$ cat src/rtl/decoder_pkg.sv
// rtl/decoder_pkg.sv - decoder output mode encoding and inactive-level helper
package decoder_pkg;

  typedef enum logic [1:0] {
    DEC_ONEHOT   = 2'd0,
    DEC_THERMO   = 2'd1,
    DEC_ONEHOT_N = 2'd2,
    DEC_RSVD     = 2'd3
  } dec_mode_e;

  // Level every line takes when nothing is selected; callers replicate it to the bus width.
  function automatic logic inactive_pattern(input dec_mode_e mode);
    return (mode == DEC_ONEHOT_N);
  endfunction

endpackage

$ cat src/rtl/decoder_n_core.sv
// rtl/decoder_n_core.sv - combinational sel/en/mode to decoded lines and range-error flag
module decoder_n_core
  import decoder_pkg::*;
#(
  parameter int SEL_W   = 5,
  parameter int NUM_OUT = 32
) (
  input  logic [SEL_W-1:0]   sel,
  input  logic               en,
  input  dec_mode_e          mode,
  output logic [NUM_OUT-1:0] dout_next,
  output logic               err_next
);

  // One extra bit so NUM_OUT == 2**SEL_W still fits in the limit.
  localparam logic [SEL_W:0] LIMIT = (SEL_W+1)'(NUM_OUT);

  logic [SEL_W:0] sel_x;
  logic           in_range;

  assign sel_x    = {1'b0, sel};
  assign in_range = (sel_x < LIMIT);

  always_comb begin
    dout_next = {NUM_OUT{inactive_pattern(mode)}};
    err_next  = en && !in_range;
    if (en && in_range) begin
      for (int i = 0; i < NUM_OUT; i++) begin
        case (mode)
          DEC_THERMO:   dout_next[i] = ((SEL_W+1)'(i) <= sel_x);
          DEC_ONEHOT_N: dout_next[i] = ((SEL_W+1)'(i) != sel_x);
          default:      dout_next[i] = ((SEL_W+1)'(i) == sel_x);
        endcase
      end
    end
  end

endmodule

$ cat src/rtl/decoder_n_pipe.sv
// rtl/decoder_n_pipe.sv - registered N-line decoder with valid/ready handshake
// Optional saturating error counter enabled by DECODER_ERR_CNT_EN.
module decoder_n_pipe
  import decoder_pkg::*;
#(
  parameter int SEL_W   = 5,
  parameter int NUM_OUT = 32,
  parameter int CNT_W   = 16
) (
  input  logic               clk,
  input  logic               rst,
  input  logic               in_valid,
  output logic               in_ready,
  input  logic [SEL_W-1:0]   sel,
  input  logic               en,
  input  logic [1:0]         mode,
  output logic               out_valid,
  input  logic               out_ready,
  output logic [NUM_OUT-1:0] dout,
  output logic               err,
  output logic [CNT_W-1:0]   err_cnt
);

  generate
    if (NUM_OUT < 2 || NUM_OUT > (1 << SEL_W)) begin : g_bad_num_out
      $error("decoder_n_pipe: NUM_OUT must be in 2..2**SEL_W");
    end
  endgenerate

  logic [NUM_OUT-1:0] dout_next;
  logic               err_next;
  logic               accept;

  decoder_n_core #(
    .SEL_W   (SEL_W),
    .NUM_OUT (NUM_OUT)
  ) u_core (
    .sel       (sel),
    .en        (en),
    .mode      (dec_mode_e'(mode)),
    .dout_next (dout_next),
    .err_next  (err_next)
  );

  assign in_ready = !out_valid || out_ready;
  assign accept   = in_valid && in_ready;

  // A drain without a new accept only clears valid; the data bits keep their last value.
  always_ff @(posedge clk) begin
    if (rst) begin
      out_valid <= 1'b0;
      dout      <= '0;
      err       <= 1'b0;
    end else if (accept) begin
      out_valid <= 1'b1;
      dout      <= dout_next;
      err       <= err_next;
    end else if (out_ready) begin
      out_valid <= 1'b0;
    end
  end

`ifdef DECODER_ERR_CNT_EN
  logic [CNT_W-1:0] cnt_q;

  always_ff @(posedge clk) begin
    if (rst) begin
      cnt_q <= '0;
    end else if (accept && err_next && (cnt_q != {CNT_W{1'b1}})) begin
      cnt_q <= cnt_q + 1'b1;
    end
  end

  assign err_cnt = cnt_q;
`else
  assign err_cnt = '0;
`endif

endmodule
$ cat config.mk
export PLATFORM = sky130hd
export DESIGN_NAME = decoder_n_pipe
export DESIGN_NICKNAME = d
export VERILOG_FILES = /design/src/rtl/decoder_pkg.sv /design/src/rtl/decoder_n_core.sv /design/src/rtl/decoder_n_pipe.sv
export SDC_FILE = /design/constraint.sdc
export NUM_CORES = 1
export LEC_CHECK = 0
export ABC_AREA = 0
export CORE_MARGIN = 5
export CORE_UTILIZATION = 48
export CTS_CLUSTER_DIAMETER = 200
export DETAILED_ROUTE_END_ITERATION = 10
export GPL_TIMING_DRIVEN = 0
export PLACE_DENSITY_LB_ADDON = 0.3
export SYNTH_ARGS = -nofsm -noshare
export SYNTH_HDL_FRONTEND = slang
export SYNTH_HIERARCHICAL = 1
export SYNTH_SLANG_ARGS = --single-unit
$ cat constraint.sdc
create_clock -name clk -period 1.85 [get_ports clk]
set_input_delay 0.2775 -clock clk [delete_from_list [all_inputs] [get_ports clk]]
set_output_delay 0.2775 -clock clk [all_outputs]
set_load 0.005 [all_outputs]
==> results.sh, run 1 <==
export IMPL_outcome="finished, violations left"
export IMPL_failed_checks="negative setup slack"
export IMPL_yosys_warnings=6
export IMPL_timing_max_slew_rel_slack_pct=55.8
export IMPL_max_cap_violations=0
export IMPL_synth_edf_count=0
export IMPL_stdcell_area_um2=4100
export IMPL_timing_hold_worst_class="primary input to register"
export IMPL_whs_path_depth=2
export IMPL_placed_area_um2=3720
export IMPL_finalSetupViolations=1
export IMPL_finalCoreUtilization_pct=64.5
export IMPL_grt_pass1_vias=3353
export IMPL_peakVddDrop_mv=0.627
export IMPL_post_route_cells_drive_above_1_share_pct=28.2
export IMPL_period_needed_ns=1.86
export IMPL_critical_path_max_fanout=10
export IMPL_detailedRoute_firstIterationViolations=427
export IMPL_path_common_cell="clkbuf_1"
export IMPL_tritoncts_buffer_count=5
export IMPL_cts_htree_levels=2
export IMPL_post_synth_cell_area_avg_um2=7.60
export IMPL_drtAntennaViolNets=0
export IMPL_most_common_layout_cells="nand3_1 (38), clkdlybuf4s50_1 (36), a21oi_2 (35)"
export IMPL_drt_met1_wl_um=4470
export IMPL_final_worst_path_period_share_pct=101
export IMPL_powerDensity_nw_per_um2=567
export IMPL_routed_length_per_placed_instance_um=19.6
export IMPL_worst_ep_required_time_ns=2.07
export IMPL_place_worst_setup_slack_ns=-0.967
export IMPL_floorplan_initialDensity_pct=49.2
export IMPL_yosys_register_bits=34
export IMPL_fin_nets=492
export IMPL_timing_final_max_slew_violations=0
export IMPL_fin_worst_skew_ns=0.00619
export IMPL_core_area_um2=6350
export IMPL_critical_setup_path_kind="primary input to register"
export IMPL_worstSkewPairLatency_ns=0.29
export IMPL_routed_via_count=3467
export IMPL_clkSlewWorstSetupHoldPaths_ns=0.08
export IMPL_critPathMaxStageDelay_ns=0.47
export IMPL_path_delay_family="buffers and inverters"
export IMPL_worst_r2r_path_depth=6
export IMPL_grt_use_total_pct=25.9
export IMPL_floorplan_rows=29
export IMPL_layout_area_overhead_vs_synth_pct=31.2
export IMPL_synthesis_instances=411
export IMPL_met3RoutedLength_um=1050
export IMPL_insertedDiodeCount=0
export IMPL_synth_cell_types=54
export IMPL_drt_pre_antenna_iters=5
export IMPL_tightest_slew_ns=0.664
export IMPL_maximum_number_of_pins_on_one_net_before_global_route_repair=15
export IMPL_cp_arrival_ns=2.08
export IMPL_avgViaCountPerCell=6.24
export IMPL_numClockSinks=34
export IMPL_dp_hpwl_um=7760
export IMPL_timing_hold_violations_final=0
export IMPL_number_of_antenna_violations_at_the_first_check_in_global_routing=0
export IMPL_fp_dieArea_um2=8220
export IMPL_clock_root_buffer="clkbuf_8"
export IMPL_route_met2_wl_um=4780
export IMPL_crit_slowest_cell="clkbuf_1"
export IMPL_numPortBuffers=42
export IMPL_top_level_ports=63
export IMPL_cts_max_path_buffers=2
export IMPL_drc_viols=0
export IMPL_path_buf_inv=2
export IMPL_hold_bufs_inserted_after_cts=0
export IMPL_leakage_nw=1.54
export IMPL_worstSetupStartpointType="primary input"
export IMPL_drt_wl_total_um=10900
export IMPL_ys_async_sr_fraction_pct=0
export IMPL_layout_commonest_cell="nand3_1"
export IMPL_mappedNetlistArea_um2=3120
export IMPL_max_clock_freq_mhz=537
export IMPL_die_w_um=90.7
export IMPL_top_layer="met4"
export IMPL_worstPathCellList="clkbuf_1, clkbuf_1, nand2_1, a21oi_1, o21ai_0, a22oi_1, nand3_1, a21oi_2"
export IMPL_place_congestion=0.996
export IMPL_grt_pass1_wl_um=17500
export IMPL_chipHeight_um=90.7
export IMPL_post_route_worst_setup_slack_ns=-0.0112
export IMPL_grt_overflow_total=0
export IMPL_tritoncts_clock_tree="done"
export IMPL_timing_critical_path_to_type="register"
export IMPL_synth_yosys_seq_area_share_pct=21.8
export IMPL_synthFlopType="dfxtp_1"
export IMPL_worstSetupPathDepth=8
-- logic make-up (layout without fill, tap and decap cells) --
logic type | count (synthesis) | count (layout) | synth area share [%]
compound gates | 174 | 174 | 41.8
xor+xnor | 1 | 1 | 0.280
fa+ha+maj | 2 | 2 | 0.801
buf+inv | 75 | 128 | 13.5
flops | 34 | 34 | 21.8
mux | 9 | 9 | 3.08
other cells | 2 | 17 | 0.240
simple gates | 114 | 114 | 18.6
-- synthesized netlist by cell type, drive strengths merged, types with 2 or more instances --
master / count / share of area (%)
a21oi: 62 / 14
nand3b: 3 / 0.72
a32o: 5 / 1.6
dfxtp: 34 / 22
mux2i: 7 / 2.2
conb: 2 / 0.24
inv: 8 / 0.96
o22ai: 4 / 0.80
a21bo: 33 / 11
o21ai: 33 / 5.3
nor3: 12 / 1.9
nand2b: 7 / 1.6
a211oi: 3 / 0.72
a22o: 4 / 1.1
ha: 2 / 0.80
nand2: 16 / 1.9
a2bb2oi: 4 / 1.1
or3: 2 / 0.40
or2: 5 / 1.0
nor2: 21 / 2.5
nand3: 38 / 6.1
nor3b: 2 / 0.48
buf: 42 / 9.5
a31oi: 4 / 0.80
o31ai: 7 / 1.7
o22a: 3 / 0.84
o2bb2ai: 2 / 0.56
a21o: 2 / 0.48
mux2: 2 / 0.84
clkbuf: 25 / 3.0
or3b: 2 / 0.56
-- path summary, 6_finish.rpt --
kind,from,end,slack [ns]
setup / recovery,sel[4],dout[17],-0.01
setup reg to reg,out_valid,dout[13],0.64
hold / removal,rst,dout[28],0.21
hold reg to reg,dout[1],dout[1],0.58
-- sequential cells by signal, summed over array words and instances, names as in the netlist --
register   cells
dout          32
err            1
out_valid      1
-- power by group --
part           internal (W)  switching (W)
Clock              0.000396       0.000276
Combinational      0.000380       0.000477
Sequential         0.000771      0.0000219
-- metal layers --
layer / global-route usage, % / up-vias
met5: 0 / -
met2: 38.4 / 227
li1: - / 1582
met3: 5.83 / 55
met1: 34.8 / 1603
met4: 13.6 / 0
-- area by class of cell --
class / instances / area [um^2]
Tap cell: 77 / 96.3
Clock inverter: 3 / 40.0
Timing Repair Buffer: 49 / 463
Buffer: 63 / 483
Sequential cell: 34 / 681
Clock buffer: 5 / 68.8
Fill cell: 564 / 2250
Inverter: 8 / 30.0
Multi-Input combinational cell: 317 / 2240
-- per-stage QoR --
stage	power (W)	std cells	TNS, ns	hold WS, ns
final	0.00232	556	-0.0112	0.206
after global routing	0.00244	556	-0.00452	0.201
after CTS	0.00230	554	-0.0191	0.192
after detailed placement	0.00156	545	-22.99	0.505
after global placement	0.00155	545	-23.06	0.508
after floorplan	0.00131	426	0	0.485
-- what timing repair did --
action | in CTS | in global routing
pin swaps | 11 | 4
endpoints found under the setup margin | 32 | 28
resized for setup | 60 | 29
buffers inserted | 4 | 2
gates cloned | 1 | 0
endpoints found under the hold margin | 0 | 0
Note: power is estimated with default switching activity, not from simulation.
==> inputs of run 2 (changes only) <==
--- a/config.mk
+++ b/config.mk
@@ -11,6 +11,7 @@
 export CTS_CLUSTER_DIAMETER = 200
 export DETAILED_ROUTE_END_ITERATION = 10
 export GPL_TIMING_DRIVEN = 0
+export MAX_ROUTING_LAYER = met4
 export PLACE_DENSITY_LB_ADDON = 0.3
 export SYNTH_ARGS = -nofsm -noshare
 export SYNTH_HDL_FRONTEND = slang
==> results.sh, run 2 (synthesis gave the netlist of run 1 again) <==
export IMPL_numPortBuffers=42
export IMPL_number_of_antenna_violations_at_the_first_check_in_global_routing=0
export IMPL_layout_commonest_cell="nand3_1"
export IMPL_path_common_cell="clkbuf_16"
export IMPL_tritoncts_buffer_count=5
export IMPL_post_route_cells_drive_above_1_share_pct=26.7
export IMPL_numClockSinks=34
export IMPL_critical_setup_path_kind="primary input to register"
export IMPL_timing_critical_path_to_type="register"
export IMPL_drt_wl_total_um=11100
export IMPL_post_route_worst_setup_slack_ns=0.0338
export IMPL_hold_bufs_inserted_after_cts=0
export IMPL_floorplan_initialDensity_pct=49.2
export IMPL_worst_r2r_path_depth=6
export IMPL_peakVddDrop_mv=0.620
export IMPL_final_worst_path_period_share_pct=98.2
export IMPL_grt_use_total_pct=26.7
export IMPL_fp_dieArea_um2=8220
export IMPL_period_needed_ns=1.82
export IMPL_path_delay_family="buffers and inverters"
export IMPL_worst_r2r_endpoint="dout[2]"
export IMPL_worstSetupStartpointType="primary input"
export IMPL_hold_worst_slack_ns=0.199
export IMPL_cts_htree_levels=2
export IMPL_outcome="finished, final reports clean"
export IMPL_multiInputGateArea_um2=2190
export IMPL_chipHeight_um=90.7
export IMPL_critPathMaxStageDelay_ns=0.37
export IMPL_cp_arrival_ns=2.03
export IMPL_powerDensity_nw_per_um2=579
export IMPL_timing_final_max_slew_violations=0
export IMPL_place_congestion=0.954
export IMPL_largest_register_ff_count=32
export IMPL_maximum_number_of_pins_on_one_net_before_global_route_repair=15
export IMPL_crit_slowest_cell="o31ai_1"
export IMPL_register_ranked_first_by_flip_flop_count="dout"
export IMPL_register_area_um2=681
export IMPL_timing_hold_worst_class="primary input to register"
export IMPL_worst_ep_required_time_ns=2.07
export IMPL_layout_area_overhead_vs_synth_pct=28.4
export IMPL_drc_viols=0
export IMPL_most_common_layout_cells="nand3_1 (38), clkdlybuf4s50_1 (36), a21oi_2 (34), dfxtp_1 (34), a21bo_1 (33)"
export IMPL_routed_length_per_placed_instance_um=20.1
export IMPL_accumulated_negative_setup_slack_ns=0
export IMPL_max_cap_violations=0
export IMPL_fin_worst_skew_ns=0.0120
export IMPL_die_w_um=90.7
export IMPL_core_area_um2=6350
export IMPL_detailedRoute_firstIterationViolations=279
export IMPL_dp_hpwl_um=7960
export IMPL_grt_overflow_total=0
export IMPL_cts_max_path_buffers=2
export IMPL_drt_pre_antenna_iters=5
export IMPL_critical_path_max_fanout=10
export IMPL_hold_path_endpoint="err"
export IMPL_fin_nets=488
export IMPL_rsz0062_at_grt="true"
export IMPL_reg_top3="dout: 32 flops, err: 1 flops, out_valid: 1 flops"
export IMPL_max_clock_freq_mhz=551
export IMPL_reg2reg_launch_point="out_valid"
export IMPL_clock_root_buffer="clkbuf_8"
export IMPL_tritoncts_clock_tree="done"
export IMPL_worstPathCellList="dlygate4sd2_1, ha_4, buf_6, clkbuf_16, clkbuf_16, a21boi_0, o31ai_1, nand3_1, a21oi_2"
export IMPL_timing_hold_violations_final=0
export IMPL_insertedDiodeCount=0
export IMPL_floorplan_rows=29
export IMPL_clkSlewWorstSetupHoldPaths_ns=0.08
export IMPL_routed_via_count=3436
export IMPL_critical_path_startpoint="mode[1]"
export IMPL_timing_max_slew_rel_slack_pct=53.5
export IMPL_nFillCells=568
export IMPL_finalSetupViolations=0
export IMPL_grt_pass1_vias=3277
export IMPL_tightest_slew_ns=0.698
export IMPL_drtAntennaViolNets=0
export IMPL_holdCritStartpoint="rst"
export IMPL_top_level_ports=63
export IMPL_path_buf_inv=4
export IMPL_place_worst_setup_slack_ns=-1.04
export IMPL_avgViaCountPerCell=6.22
export IMPL_worstSkewPairLatency_ns=0.29
export IMPL_r2r_setup_slack_ns=0.65
export IMPL_whs_path_depth=2
export IMPL_grt_pass1_wl_um=17600
export IMPL_leakage_nw=1.50
-- run 2: power breakdown --
| part | total [W] | switching (W) | internal, W |
|---|---|---|---|
| clock | 0.000682 | 0.000285 | 0.000397 |
| sequential | 0.000794 | 0.0000226 | 0.000771 |
| combinational | 0.000846 | 0.000473 | 0.000373 |
| total | 0.00232 | 0.000781 | 0.00154 |
-- run 2: area by class of cell --
class / instances / area share (%)
multi-input combinational: 317 / 54.5
tap: 77 / 2.40
inverter: 8 / 0.749
buffer: 63 / 11.9
sequential: 34 / 17.0
clock inverter: 3 / 0.998
timing repair buffer: 45 / 10.8
clock buffer: 5 / 1.72
-- run 2: how the worst max path moves through the flow --
stage,end,cells past startpoint
6_report,dout[24],9
5_1_grt,dout[13],9
4_1_cts,in_ready,4
3_5_place_dp,dout[24],10
3_3_place_gp,dout[24],10
2_1_floorplan,dout[7],10
-- run 2: layer usage --
layer	vias up	part of all wire [%]	GRT usage (%)
li1	1576	-	-
met1	1605	43	36.0
met2	214	44	39.6
met3	41	8.7	4.58
met4	0	4.2	10.4
met5	-	0	-
-- run 2: stage by stage --
stage	instance area, um^2	instances	power (W)	util [%]
floorplan	3200	426	0.00131	-
global placement	3720	545	0.00156	58.5
detailed placement	3720	545	0.00156	58.5
CTS	4010	552	0.00231	63.1
global route	4010	552	0.00242	63.2
finish	4010	552	0.00232	63.2
-- run 2: timing repair --
item | in CTS | in global routing
setup buffers | 2 | 0
gates cloned | 1 | 0
hold endpoints to repair | 0 | 0
resized for setup | 60 | 12
pin swaps | 10 | 3
setup endpoints to repair | 32 | 11
==> inputs of run 3 (changes only) <==
--- a/config.mk
+++ b/config.mk
@@ -11,6 +11,7 @@
 export CTS_CLUSTER_DIAMETER = 200
 export DETAILED_ROUTE_END_ITERATION = 10
 export GPL_TIMING_DRIVEN = 0
+export HOLD_SLACK_MARGIN = 0.03
 export MAX_ROUTING_LAYER = met4
 export PLACE_DENSITY_LB_ADDON = 0.3
 export SYNTH_ARGS = -nofsm -noshare
==> results of run 3 <==
The final DEF is identical to that of run 2; final timing and power are the same.
